<file path="src/rtl/vtg_pkg.sv">
// Shared phase encoding and per-axis timing record for the video timing generator.
package vtg_pkg;

    typedef enum logic [2:0] {
        PH_IDLE = 3'd0,
        PH_SYNC = 3'd1,
        PH_BP   = 3'd2,
        PH_ACT  = 3'd3,
        PH_FP   = 3'd4
    } phase_e;

    typedef struct packed {
        logic [15:0] sync;
        logic [15:0] bp;
        logic [15:0] act;
        logic [15:0] fp;
    } axis_cfg_t;

    // Down-counter reload value; a programmed length of 0 behaves as 1.
    function automatic logic [15:0] lenM1(input logic [15:0] len);
        return (len == 16'd0) ? 16'd0 : len - 16'd1;
    endfunction

endpackage

</file>
<file path="src/rtl/timing_axis.sv">
// One axis of the raster: four-phase FSM driven by a down counter that moves
// only on step_i, flagging the final step of the front porch.
module timing_axis
    import vtg_pkg::*;
(
    input  logic      clock,
    input  logic      rst,
    input  logic      load_i,
    input  logic      halt_i,
    input  logic      step_i,
    input  axis_cfg_t cfg_i,
    output phase_e    phase_o,
    output logic      periodEnd_o
);

    phase_e      phase_q, phase_d;
    logic [15:0] cnt_q, cnt_d;
    logic        lastCnt;

    assign lastCnt     = (cnt_q == 16'd0);
    assign periodEnd_o = step_i && lastCnt && (phase_q == PH_FP);
    assign phase_o     = phase_q;

    always_ff @(posedge clock) begin
        if (rst) begin
            phase_q <= PH_IDLE;
            cnt_q   <= '0;
        end else begin
            phase_q <= phase_d;
            cnt_q   <= cnt_d;
        end
    end

    // Halt and load override stepping; the counter holds the remaining steps of the phase.
    always_comb begin
        phase_d = phase_q;
        cnt_d   = cnt_q;
        if (halt_i) begin
            phase_d = PH_IDLE;
            cnt_d   = '0;
        end else if (load_i) begin
            phase_d = PH_SYNC;
            cnt_d   = lenM1(cfg_i.sync);
        end else if (step_i && (phase_q != PH_IDLE)) begin
            if (!lastCnt) begin
                cnt_d = cnt_q - 16'd1;
            end else begin
                case (phase_q)
                    PH_SYNC: begin phase_d = PH_BP;   cnt_d = lenM1(cfg_i.bp);   end
                    PH_BP:   begin phase_d = PH_ACT;  cnt_d = lenM1(cfg_i.act);  end
                    PH_ACT:  begin phase_d = PH_FP;   cnt_d = lenM1(cfg_i.fp);   end
                    PH_FP:   begin phase_d = PH_SYNC; cnt_d = lenM1(cfg_i.sync); end
                    default: begin phase_d = PH_IDLE; cnt_d = '0;                end
                endcase
            end
        end
    end

endmodule

</file>
<file path="src/rtl/video_timing_gen.sv">
// Programmable raster timing generator: horizontal and vertical axes chained
// together, with registered sync/de/position outputs lagging the state by one clock.
module video_timing_gen
    import vtg_pkg::*;
#(
    parameter bit HS_POL = 1'b1,
    parameter bit VS_POL = 1'b1
) (
    input  logic        clock,
    input  logic        rst,
    input  logic        enable,
    input  logic [15:0] hactive,
    input  logic [15:0] hfp,
    input  logic [15:0] hsw,
    input  logic [15:0] hbp,
    input  logic [15:0] vactive,
    input  logic [15:0] vfp,
    input  logic [15:0] vsw,
    input  logic [15:0] vbp,
    output logic        out_vsync,
    output logic        out_hsync,
    output logic        out_de,
    output logic [15:0] xpos,
    output logic [15:0] ypos,
    output logic        frame_start
);

    axis_cfg_t hCfg_q, vCfg_q, hCfgRaw, vCfgRaw, hCfgCur, vCfgCur;
    phase_e    hPhase, vPhase;
    logic      hEnd, vEnd, frameStart, frameHalt, deState, firstPix_q;

    assign hCfgRaw = '{sync: hsw, bp: hbp, act: hactive, fp: hfp};
    assign vCfgRaw = '{sync: vsw, bp: vbp, act: vactive, fp: vfp};

    // A new frame loads straight from the pins so the first sync phase already uses them.
    assign frameStart = enable && ((hPhase == PH_IDLE) || vEnd);
    assign frameHalt  = vEnd && !enable;
    assign hCfgCur    = frameStart ? hCfgRaw : hCfg_q;
    assign vCfgCur    = frameStart ? vCfgRaw : vCfg_q;
    assign deState    = (hPhase == PH_ACT) && (vPhase == PH_ACT);

    timing_axis uHAxis (
        .clock       (clock),
        .rst         (rst),
        .load_i      (frameStart),
        .halt_i      (frameHalt),
        .step_i      (1'b1),
        .cfg_i       (hCfgCur),
        .phase_o     (hPhase),
        .periodEnd_o (hEnd)
    );

    timing_axis uVAxis (
        .clock       (clock),
        .rst         (rst),
        .load_i      (frameStart),
        .halt_i      (frameHalt),
        .step_i      (hEnd),
        .cfg_i       (vCfgCur),
        .phase_o     (vPhase),
        .periodEnd_o (vEnd)
    );

    always_ff @(posedge clock) begin
        if (rst) begin
            hCfg_q <= '0;
            vCfg_q <= '0;
        end else if (frameStart) begin
            hCfg_q <= hCfgRaw;
            vCfg_q <= vCfgRaw;
        end
    end

    // Positions restart at each active run; ypos advances as each active line ends.
    always_ff @(posedge clock) begin
        if (rst) begin
            firstPix_q  <= 1'b0;
            frame_start <= 1'b0;
            out_hsync   <= ~HS_POL;
            out_vsync   <= ~VS_POL;
            out_de      <= 1'b0;
            xpos        <= '0;
            ypos        <= '0;
        end else begin
            firstPix_q  <= frameStart;
            frame_start <= firstPix_q;
            out_hsync   <= (hPhase == PH_SYNC) ? HS_POL : ~HS_POL;
            out_vsync   <= (vPhase == PH_SYNC) ? VS_POL : ~VS_POL;
            out_de      <= deState;
            if (firstPix_q) begin
                xpos <= '0;
                ypos <= '0;
            end else begin
                if (deState) begin
                    xpos <= out_de ? xpos + 16'd1 : 16'd0;
                end
                if (out_de && !deState) begin
                    ypos <= ypos + 16'd1;
                end
            end
        end
    end

endmodule

</file>
<file path="config.mk">
export PLATFORM = sky130hd
export DESIGN_NAME = video_timing_gen
export DESIGN_NICKNAME = d
export VERILOG_FILES = /design/src/rtl/vtg_pkg.sv /design/src/rtl/timing_axis.sv /design/src/rtl/video_timing_gen.sv
export SDC_FILE = /design/constraint.sdc
export NUM_CORES = 1
export LEC_CHECK = 0
export CAP_MARGIN = 20
export CORE_AREA = 2 2 216 218
export DETAILED_ROUTE_END_ITERATION = 12
export DIE_AREA = 0 0 218 220
export MAX_ROUTING_LAYER = met4
export PLACE_DENSITY = 0.56
export SLEW_MARGIN = 40
export SYNTH_ARGS = -nofsm -noshare
export SYNTH_HDL_FRONTEND = slang
export SYNTH_SLANG_ARGS = --single-unit
</file>
<file path="constraint.sdc">
create_clock -name clock -period 13 [get_ports clock]
set_clock_uncertainty 0.2 [all_clocks]
set_input_delay 2.6 -clock clock [delete_from_list [all_inputs] [get_ports clock]]
set_output_delay 2.6 -clock clock [all_outputs]
set_load 0.02 [all_outputs]
</file>
## After elaboration in Yosys (flattened, before gate mapping)

Cells that the tools add are included.

| storage, ports and cells | value |
|---|---|
| register bits after elaboration | 203 |
| latch bits | 0 |
| RAM bits | 0 |
| ROM bits | 0 |
| bits of input ports | 131 |
| output and inout port bits | 36 |
| logic and storage cells | 105 |
| memories kept | 0 |

| operators by class | value |
|---|---|
| $add $sub $neg | 12 |
| multipliers | 0 |
| div/mod/pow operators | 0 |
| $lt $le $gt $ge | 0 |
| equal/unequal tests | 8 |
| shift-type cells | 0 |
| muxes and demuxes | 29 |
| bitwise logic cells | 0 |
| reductions and logical operators | 35 |

Operator list:

| kind | number |
|---|---|
| $mux 16 | 15 |
| $logic_not 16->1 | 10 |
| $sub 16x1->16 const B | 10 |
| $mux 64 | 2 |
| $pmux 16 s4 | 2 |
| $add 16x1->16 const B | 2 |
| $pmux 3 s4 | 2 |
| $eq 3x2->1 const B | 4 |
| $logic_and 1x1->1 | 8 |
| $mux 1 | 8 |
| $reduce_and 2->1 | 4 |
| $reduce_bool 2->1 | 4 |
| $eq 3x1->1 const B | 2 |
| $eq 3x3->1 const B | 2 |
| $reduce_bool 3->1 | 2 |
| $reduce_or 2->1 | 2 |
| $logic_not 3->1 | 1 |
| $reduce_or 3->1 | 1 |
| $logic_not 1->1 | 2 |
| $logic_or 1x1->1 | 1 |

## Depth between registers and ports, before layout

Gate-level depths: netlist of run 1.

| depth | value |
|---|---|
| depth in word-level cells | 13 |
| gate-level depth with buffers | 23 |

## Cells and area by module

Synthesis of run 1 repeated with hierarchy kept, for this count alone.

| second synthesis, totals | value |
|---|---|
| cell total of the unflattened synthesis | 1494 |
| area total of the unflattened synthesis | 12709.7 um2 |

Modules (own cells, without submodules):

| module | instances | cells an instance | area each (um2) |
|---|---|---|---|
| video_timing_gen | 1 | 612 | 6626.4 |
| timing_axis (uHAxis) | 1 | 457 | 3090.5 |
| timing_axis (uVAxis) | 1 | 425 | 2992.9 |

## Worst setup path before layout of run 1

No wires, ideal clock.

| timing path | value |
|---|---|
| path type | in2reg |
| start point | input port enable |
| end point | register uHAxis.cnt_q[13] |
| library setup time | 0.117 ns |
| arrival time | 6.872 ns |
| data required time | 12.683 ns |
| path slack | 5.811 ns |
| stages on the path | 19 |
| cells stage by stage | and3_1 -> and4_1 -> buf_6 -> nor2_2 -> buf_2 -> buf_2 -> buf_2 -> buf_2 -> mux2i_1 -> ha_1 -> or3b_2 -> clkbuf_1 -> or3_1 -> o41ai_2 -> clkbuf_1 -> nor3_1 -> a221oi_1 -> o21ai_0 -> a22o_1 |

| on the way | value |
|---|---|
| cells in the longest elaborated chain, start to end | 8 |
| elaborated cells between the ends (all ways) | 22 |
| classes of those cells | add/sub (4); mux (9); reduce/logical (9) |

Ends and longest elaborated chain:

| element | line | source |
|---|---|---|
| start, declared | video_timing_gen.sv:11 | `input logic enable,` |
| $logic_and 1x1->1 | video_timing_gen.sv:36 | `assign frameStart = enable && ((hPhase == PH_IDLE) \|\| vEnd);` |
| $mux 64 | - |  |
| $sub 16x1->16 / $logic_not 16->1 (equally long branches) | vtg_pkg.sv:21 | `return (len == 16'd0) ? 16'd0 : len - 16'd1;` |
| $mux 16 | vtg_pkg.sv:21 |  |
| $pmux 16 s4 | timing_axis.sv:48 | `case (phase_q)` |
| $mux 16 | timing_axis.sv:45 | `if (!lastCnt) begin` |
| $mux 16 | timing_axis.sv:44 | `end else if (step_i && (phase_q != PH_IDLE)) begin` |
| $mux 16 | timing_axis.sv:41 | `end else if (load_i) begin` |
| end signal, assigned | timing_axis.sv:30 | `cnt_q <= cnt_d;` |
| end, declared | timing_axis.sv:17 | `logic [15:0] cnt_q, cnt_d;` |

Parallel ways exist; a longest one is shown, timed or not. The select of a mux whose other input is x is not followed.
A chain may end at the register's enable or synchronous reset.

## Worst setup path in the final report of run 1

Same ends and word-level chain as after synthesis.

==> flow_summary.ini, run 1 <==
[synthesis]
synth_nets = 1990
synthCells = 1847
async_flop_share = 0
synth.distinct_cells = 78
synth_edf_count = 0
synth_warnings = 0
syn_avg_cell_area_sq_um = 7.35
synth_top_flop_cell = dfxtp_1
seq_area_frac_synth = 0.299
synth-seq-cells = 203
syn-cell-area_sq_um = 13600

[die]
die_area_sq_um = 48000
die_w_um = 218
io-pin-count = 167
initial_utilization = 0.296
core_area_sq_um = 45900
row_count = 79
die_h_um = 220

[clock_tree]
cts_setup_buffers = 0
numCtsBuffers = 28
path_clk_slew_ns = 0.07
cts-hold-fix-buffers = 0
tritoncts = built
root_buffer = clkbuf_16
clock_path_buffers = 3
cts_num_sinks = 203
clock_latency_ns = 0.59
h-tree-depth = 1
cts-resized-gates = 0

[routing]
finalWirelength_mm = 50.1
vias = 14200
drt_pass1_iterations = 6
routed_via_density = 5.50
drt-wirelength-per-cell_um = 19.4
ant_nets = 0
drc = 0
drt_iter0_drc = 1079

[timing]
fin_setup_tns_ns = 0
rsz0062_at_grt = no
hold_slack_ns = 0.240
timing.fmax_ghz = 0.138
min_period_over_period = 0.556
setup-violations-final = 0
finalHoldViolCount = 0
fin_crit_ns = 7.23
maxSlewHeadroom = 0.424
tightest_slew_ns = 0.856
slew_violations = 0

[worst_setup_path]
required_ns = 13.28
worstPathMaxFanout = 67
slowest_stage = buf_4
slowest_delay_ns = 0.72
path_buf_inv = 3
timing.critical_path.max_delay_family = buffers and inverters
cp-start-kind = input port
critical_path_arrival_ns = 7.51
endpoint_kind = flop
crit_chain = clkdlybuf4s50_1 -> and3_1 -> and4_1 -> nor2_4 -> buf_4 -> buf_4 -> mux2i_1 -> ha_1 -> nand3_1 -> nor3_1 -> o21ai_0 -> nor4_1 -> a211oi_4 -> a22o_1 -> a22o_1
critPathKind = in -> reg

[grt]
grt_pass1_wl_mm = 77.3
grt_max_degree = 87
grt_overflow_total = 0
antenna_found_initial = 1
grt_pass1_vias = 13600
grt_use_total = 0.208

[placed_design]
dp.cells = 2531
portBuffers = 166
dp_hpwl_mm = 36.6
gp_congestion = 0.978

[finish]
fillers = 4905
fin_nets = 2097
finalNonFillerCells = 2583
final_util = 0.363
flow.area_growth_from_synthesis_pct = 22.8
drive_gt1_frac = 0.0522

[pwr]
ir_drop_uv = 100
power.density_nw_per_um2 = 124
p_leak_nw = 6.03

[run_status]
run_status = complete, no violations

[min_path]
hold_path_class = reg -> reg

[run]
drv_cap = 0
==> where the power goes <==
part	total (mW)	switching [mW]	internal, mW
Sequential	0.715	0.0509	0.664
Clock	0.802	0.306	0.495
Combinational	0.551	0.329	0.222
==> synth_stat cells, types with 8 or more instances <==
cell        n  area, sq um
clkbuf_1   60          225
nand4_1     9         56.3
a31oi_1    29          181
inv_1      12         45.0
ha_1       12          150
a211oi_1   13         97.6
nand2_1   291         1090
nor2_1    216          811
o31ai_1    13         97.6
nand2b_1    9         56.3
a21oi_1   167          836
nor2b_1    13         81.3
xnor2_1    81          709
and3_1     25          156
and2_1     12         75.1
mux2i_1    60          601
nor4_1     46          288
xor2_1     89          780
dfxtp_1   203         4060
nand3_1    42          210
or3_1      39          244
nor3_1     83          415
nand3b_1    8         60.1
or4_1      27          203
buf_2      34          170
o21ai_0    86          430
o211ai_1   19          143
o22ai_1     9         56.3
==> worst register-to-register path, cell delays in order, from the launching register on <==
cell      delay, ns
dfxtp_1        0.38
inv_1          0.09
ha_1           0.17
or3b_4         0.44
nor4b_4        0.45
and4_1         0.33
nor2_4         0.04
buf_4          0.32
mux2i_1        0.36
ha_1           0.35
nand2_1        0.12
or4_1          0.57
a221oi_2       0.56
and2b_1        0.52
nor2_1         0.30
a221oi_1       0.34
a21oi_1        0.10
==> registers in the layout, indices dropped and copies added (netlist names) <==
| signal | cells |
|---|---|
| hCfg_q | 64 |
| vCfg_q | 64 |
| uHAxis.cnt_q | 16 |
| uVAxis.cnt_q | 16 |
| xpos | 16 |
| ypos | 16 |
| uHAxis.phase_o | 3 |
| uVAxis.phase_o | 3 |
| firstPix_q | 1 |
| frame_start | 1 |
| out_de | 1 |
| out_hsync | 1 |
| out_vsync | 1 |
==> cell families (layout without fill, tap and decap cells) <==
group / after synthesis / count (layout) / synth area share
simple gates: 861 / 861 / 0.303
compound gates: 420 / 420 / 0.190
flops: 203 / 203 / 0.299
xor+xnor: 170 / 170 / 0.110
buf+inv: 116 / 244 / 0.0382
mux: 65 / 65 / 0.0484
fa+ha+maj: 12 / 12 / 0.0111
other cells: 0 / 1 / 0
==> cells in the final DEF, fill, tap and decap left out, types with 39 or more instances in the layout <==
cell             count
nand2_1            290
nor2_1             212
dfxtp_1            203
a21oi_1            167
clkdlybuf4s50_1    165
xor2_1              89
o21ai_0             86
nor3_1              83
xnor2_1             81
mux2i_1             60
nor4_1              45
nand3_1             42
or3_1               39
==> final cells by class <==
| cell class | instances | area, sq um | area share |
|---|---|---|---|
| antenna | 1 | 2.50 | 0.000150 |
| tap | 607 | 759 | 0.0456 |
| clock buffer | 41 | 860 | 0.0516 |
| clock inverter | 10 | 120 | 0.00721 |
| inverter | 12 | 45.0 | 0.00270 |
| sequential | 203 | 4060 | 0.244 |
| multi-input combinational | 1528 | 9040 | 0.542 |
| timing repair buffer | 181 | 1780 | 0.107 |
==> per-layer routing <==
layer	global-route usage	wire, um	vias to the layer above
met3	0.0233	2510	116
met5	-	0	-
met1	0.253	21100	6790
met4	0.0789	2060	0
met2	0.354	24500	440
li1	-	-	6848
==> metrics by stage <==
step	setup WS [ns]	power [mW]	area, sq um
global route	5.34	2.17	16700
global placement	5.36	1.27	15700
floorplan	5.81	1.08	13600
detailed placement	5.21	1.27	15700
finish	5.77	2.07	16700
CTS	5.80	2.09	16700
==> worst paths after layout <==
path	end	from	cells after the start	slack, ns
min	frame_start$_SDFF_PP0_	firstPix_q$_SDFF_PP0_	1	0.24
min reg2reg	frame_start$_SDFF_PP0_	firstPix_q$_SDFF_PP0_	1	0.24
max	uHAxis.cnt_q[13]$_SDFFE_PP0P_	enable	15	5.77
max reg2reg	uVAxis.cnt_q[11]$_SDFFE_PP0P_	uHAxis.cnt_q[0]$_SDFFE_PP0P_	16	7.26
(Power assumes the default switching activity.)
==> run 2: changes to the inputs <==
--- a/config.mk
+++ b/config.mk
@@ -10,7 +10,7 @@
 export DETAILED_ROUTE_END_ITERATION = 12
 export DIE_AREA = 0 0 218 220
 export MAX_ROUTING_LAYER = met4
-export PLACE_DENSITY = 0.56
+export PLACE_DENSITY = 0.58
 export SLEW_MARGIN = 40
 export SYNTH_ARGS = -nofsm -noshare
 export SYNTH_HDL_FRONTEND = slang
==> constraint.sdc (replaced) <==
create_clock -name clock -period 5.89 [get_ports clock]
set_clock_uncertainty 0.2 [all_clocks]
set_input_delay 1.178 -clock clock [delete_from_list [all_inputs] [get_ports clock]]
set_output_delay 1.178 -clock clock [all_outputs]
set_load 0.02 [all_outputs]
==> run 2 against run 1 <==
Via count is 1.2% higher. Hold slack improved by 0.011 ns. Worst setup slack got worse by 5.1 ns. Clock power rose by 120%. Clock-buffer cell count fell by 3. Sequential share of layout area decreased by 0.20 points. Cell count increased by 0.58%. Wire length is 2.9% higher. Largest cell class unchanged. Highest routed layer unchanged.
==> flow_summary.ini, run 2 (synthesized netlist as in run 1, its figures left out) <==
[worst_setup_path]
r2r-start = uHAxis.cnt_q[0]$_SDFFE_PP0P_
path_buf_inv = 2
reg2reg_to = uHAxis.cnt_q[14]$_SDFFE_PP0P_
cp-start-kind = input port
critPathKind = in -> reg
slowest_delay_ns = 0.60
slowest_stage = clkdlybuf4s50_1
r2r_slack_ns = 0.66
crit_chain = clkdlybuf4s50_1 -> and3_1 -> and4_1 -> nor2_4 -> buf_12 -> mux2i_1 -> ha_1 -> or3b_2 -> or3_1 -> nor2b_1 -> a2111oi_0 -> o21ai_0 -> o211ai_1 -> a221oi_1 -> a211oi_1
timing.critical_path.max_delay_family = simple AND/OR/NAND/NOR gates
endpoint_kind = flop
required_ns = 6.15
worstPathMaxFanout = 45
critical_path_arrival_ns = 5.52
rr_worst_depth = 17

[clock_tree]
root_buffer = clkbuf_16
cts_setup_buffers = 0
h-tree-depth = 1
cts_num_sinks = 203
tritoncts = built
numCtsBuffers = 27
clock_latency_ns = 0.57
path_clk_slew_ns = 0.06
cts-hold-fix-buffers = 0
clock_path_buffers = 3
cts-resized-gates = 0

[finish]
drive_gt1_frac = 0.0578
layout_commonest_cell = nand2_1
design_area_sq_um = 16800
final_util = 0.366
reg_top3 = hCfg_q (64), vCfg_q (64)
multi_input_area_sq_um = 9020
final_cell_mix = nand2_1 (290), nor2_1 (213), dfxtp_1 (203)
flow.area_growth_from_synthesis_pct = 23.8
fin_nets = 2112
fillers = 4883
seq_area_sq_um = 4060

[pwr]
ir_drop_uv = 207
p_leak_nw = 6.12
power.density_nw_per_um2 = 275
finalPower_mw = 4.62

[routing]
finalWirelength_mm = 51.6
drt_pass1_iterations = 5
drt-wirelength-per-cell_um = 19.8
vias = 14400
routed_via_density = 5.53
drt_iter0_drc = 1025
ant_nets = 0
drc = 0

[grt]
grt_busiest_layer = met2
grt_use_total = 0.215
grtUsageMet3 = 0.0284
grt_use_met2 = 0.370
grt_overflow_total = 0
grt_pass1_wl_mm = 79.4
antenna_found_initial = 1
grtUsageMet1 = 0.254
grt_pass1_vias = 14100
grt_max_degree = 86

[die]
die_w_um = 218
io-pin-count = 167
initial_utilization = 0.296
die_h_um = 220
row_count = 79
core_area_sq_um = 45900
die_area_sq_um = 48000

[timing]
setup-violations-final = 0
timing.fmax_ghz = 0.190
rsz0062_at_grt = no
min_period_over_period = 0.893
fin_setup_tns_ns = 0
maxSlewHeadroom = 0.437
tightest_slew_ns = 0.841
hold_slack_ns = 0.251
finalHoldViolCount = 0
slew_violations = 0
fin_crit_ns = 5.26

[run_status]
run_status = complete, no violations

[min_path]
min_from = firstPix_q$_SDFF_PP0_
hold_depth = 1
hold_path_class = reg -> reg
worstHoldEndpoint = frame_start$_SDFF_PP0_

[run]
drv_cap = 0

[placed_design]
portBuffers = 166
dp_hpwl_mm = 38.2
gp_congestion = 0.956
postPlaceCellArea_sq_um = 15800
run 2: changes by cell type in the layout (fill, tap and decap cells not counted), sizes merged:
cell and delta:
clkinv +1, bufinv +2, buf +16, clkbuf -3, clkinvlp -1
run 2: where the power goes:
| part | switching [mW] | internal, mW | leakage (nW) |
|---|---|---|---|
| combinational | 0.736 | 0.509 | 3.98 |
| clock | 0.680 | 1.11 | 0.479 |
| sequential | 0.114 | 1.47 | 1.66 |
run 2: worst max-delay path by stage:
stage                     depth (start not counted)  slack (ns)  startpoint                            end
after floorplan                                  19        0.12      enable  uHAxis.cnt_q[13]$_SDFFE_PP0P_
after global placement                           14        0.36      enable  uVAxis.cnt_q[14]$_SDFFE_PP0P_
after detailed placement                         15        0.22      enable  uHAxis.cnt_q[14]$_SDFFE_PP0P_
after CTS                                        15        0.76      enable  uHAxis.cnt_q[14]$_SDFFE_PP0P_
after global routing                             14        0.48      enable   uVAxis.cnt_q[9]$_SDFFE_PP0P_
final                                            15        0.63      enable  uHAxis.cnt_q[14]$_SDFFE_PP0P_
run 2: per-layer routing:
| metal | vias to the layer above | wire length, um |
|---|---|---|
| met5 | - | 0 |
| met4 | 0 | 2080 |
| met3 | 113 | 2710 |
| met2 | 462 | 25400 |
| met1 | 6921 | 21400 |
| li1 | 6872 | - |
run 2: worst register-to-register path, stage by stage (launching register included):
cell,delay [ns]
dfxtp_1,0.39
inv_1,0.09
ha_1,0.18
or3b_4,0.44
nor4b_4,0.46
and4_1,0.34
nor2_4,0.05
buf_12,0.19
mux2i_1,0.29
ha_1,0.23
or3b_2,0.53
or3_1,0.44
nor2b_1,0.15
a2111oi_0,0.47
o21ai_0,0.22
o211ai_1,0.15
a221oi_1,0.08
a211oi_1,0.23
run 2: through the flow:
step,setup slack [ns],instances
after floorplan,0.123,1847
after global placement,0.359,2547
after detailed placement,0.221,2547
after CTS,0.764,2597
after global routing,0.481,2598
final,0.627,2598
run 2: area by class of cell:
class	instances	share of cell area
sequential	203	0.242
clock buffer	38	0.0474
tap	607	0.0452
multi-input combinational	1528	0.537
inverter	12	0.00268
timing repair buffer	197	0.116
antenna	1	0.000149
clock inverter	12	0.0101
==> run 3: changes to the inputs <==
--- a/config.mk
+++ b/config.mk
@@ -7,11 +7,13 @@
 export LEC_CHECK = 0
 export CAP_MARGIN = 20
 export CORE_AREA = 2 2 216 218
+export CTS_BUF_LIST = sky130_fd_sc_hd__clkbuf_8
 export DETAILED_ROUTE_END_ITERATION = 12
 export DIE_AREA = 0 0 218 220
+export DONT_BUFFER_PORTS = 1
 export MAX_ROUTING_LAYER = met4
-export PLACE_DENSITY = 0.58
-export SLEW_MARGIN = 40
+export PLACE_DENSITY = 0.53
+export SLEW_MARGIN = 30
 export SYNTH_ARGS = -nofsm -noshare
 export SYNTH_HDL_FRONTEND = slang
 export SYNTH_SLANG_ARGS = --single-unit
==> run 3 against run 2 <==
Register-to-register slack hardly changed. Cell count is 5.8% lower. Sequential power hardly changed. Wire length is 0.88% lower. Highest routed layer unchanged. First-iteration DRC count is 12% higher. Power is 11% lower. Maximum frequency is 0.34% higher. Critical endpoint is now uVAxis.cnt_q[14]$_SDFFE_PP0P_. Critical path depth is 2 higher. Design area is 11% lower. Worst setup slack better by 0.018 ns.
==> flow_summary.ini, run 3 (synthesized netlist as in run 1, its figures left out) <==
[run_status]
run_status = complete, no violations

[worst_setup_path]
endpoint_kind = flop
critPathKind = reg -> reg
required_ns = 6.18
r2r-start = uVAxis.cnt_q[0]$_SDFFE_PP0P_
cp-start-kind = flop
critical_path_arrival_ns = 5.54
setup.worst_path.start = uVAxis.cnt_q[0]$_SDFFE_PP0P_
r2r_slack_ns = 0.65
worstPathMaxFanout = 27

[pwr]
power.density_nw_per_um2 = 276
finalPower_mw = 4.11
ir_drop_uv = 186
p_leak_nw = 5.44

[finish]
reg_top3 = hCfg_q (64), vCfg_q (64)
drive_gt1_frac = 0.0636
finalNonFillerCells = 2448
flow.area_growth_from_synthesis_pct = 9.78
fillers = 4999
antennaDiodeCount = 0
design_area_sq_um = 14900
final_cell_mix = nand2_1 (290), nor2_1 (215), dfxtp_1 (203)
final_util = 0.325
fin_nets = 1956
layout_commonest_cell = nand2_1

[clock_tree]
cts_num_sinks = 203
numCtsBuffers = 41
tritoncts = built
clock_path_buffers = 3
clock_latency_ns = 0.62
cts_setup_buffers = 0
cts-resized-gates = 0
h-tree-depth = 2
cts-hold-fix-buffers = 0
root_buffer = clkbuf_8
path_clk_slew_ns = 0.06

[grt]
grt_max_degree = 136
grt_pass1_wl_mm = 77.8
antenna_found_initial = 0
grt_overflow_total = 0
grt_pass1_vias = 13200
grt_use_total = 0.216

[routing]
drt-wirelength-per-cell_um = 20.9
ant_nets = 0
vias = 13700
drt_pass1_iterations = 5
routed_via_density = 5.58
drt_iter0_drc = 1143
drc = 0
finalWirelength_mm = 51.1

[placed_design]
gp_congestion = 0.966
dp.cells = 2377
portBuffers = 0
dp_hpwl_mm = 37.7
place_ws_ns = 0.423
postPlaceCellArea_sq_um = 14100

[timing]
fin_crit_ns = 5.24
slew_violations = 0
fin_setup_tns_ns = 0
finalHoldViolCount = 0
min_period_over_period = 0.890
hold_slack_ns = 0.267
tightest_slew_ns = 0.933
maxSlewHeadroom = 0.376
worst_slack_ns = 0.645
setup-violations-final = 0
rsz0062_at_grt = no
timing.fmax_ghz = 0.191

[run]
drv_cap = 0

[die]
die_area_sq_um = 48000
initial_utilization = 0.296
io-pin-count = 167
die_w_um = 218
die_h_um = 220
core_area_sq_um = 45900
row_count = 79

[min_path]
min_from = firstPix_q$_SDFF_PP0_
hold_path_class = reg -> reg
[run 3: changes by cell type in the layout (fill, tap and decap cells not counted), moves of 3 or more]
cell             delta
clkbuf_1            -3
clkbuf_8           +41
clkdlybuf4s50_1   -165
bufinv_16           -4
inv_1              +15
buf_4               -3
clkbuf_16          -27
[run 3: critical path: stages (launching register included)]
cell and delay, ns:
dfxtp_1 0.45, inv_1 0.09, ha_1 0.24, nor2b_1 0.17, and4_1 0.22, and4_1 0.24
nor2_4 0.45, buf_4 0.22, buf_4 0.34, mux2i_1 0.50, ha_1 0.43, nand3_1 0.15
or4_1 0.46, and3_1 0.20, a31oi_1 0.14, a21oi_1 0.11, a2111oi_0 0.41, nor2_1 0.09
[run 3: worst paths after layout]
path	cells past startpoint	endpoint
setup / recovery	17	uVAxis.cnt_q[14]$_SDFFE_PP0P_
hold / removal	1	frame_start$_SDFF_PP0_
setup reg to reg	17	uVAxis.cnt_q[14]$_SDFFE_PP0P_
hold reg to reg	1	frame_start$_SDFF_PP0_
[run 3: final cells by class]
| type | count | area, sq um | area share |
|---|---|---|---|
| Clock buffer | 49 | 674 | 0.0453 |
| Clock inverter | 22 | 101 | 0.00680 |
| Inverter | 12 | 45.0 | 0.00302 |
| Multi-Input combinational cell | 1528 | 9020 | 0.605 |
| Sequential cell | 203 | 4060 | 0.273 |
| Tap cell | 607 | 759 | 0.0510 |
| Timing Repair Buffer | 27 | 240 | 0.0161 |
[run 3: power breakdown]
part | internal, mW | total [mW] | switching, mW
Sequential | 1.47 | 1.58 | 0.110
Combinational | 0.429 | 1.10 | 0.669
Clock | 0.753 | 1.44 | 0.687
[run 3: per-layer routing]
metal	GRT usage	vias to the layer above	part of all wire
li1	-	6574	-
met1	0.261	6583	0.42
met2	0.357	425	0.48
met3	0.0398	89	0.066
met4	0.0782	0	0.030
met5	-	-	0
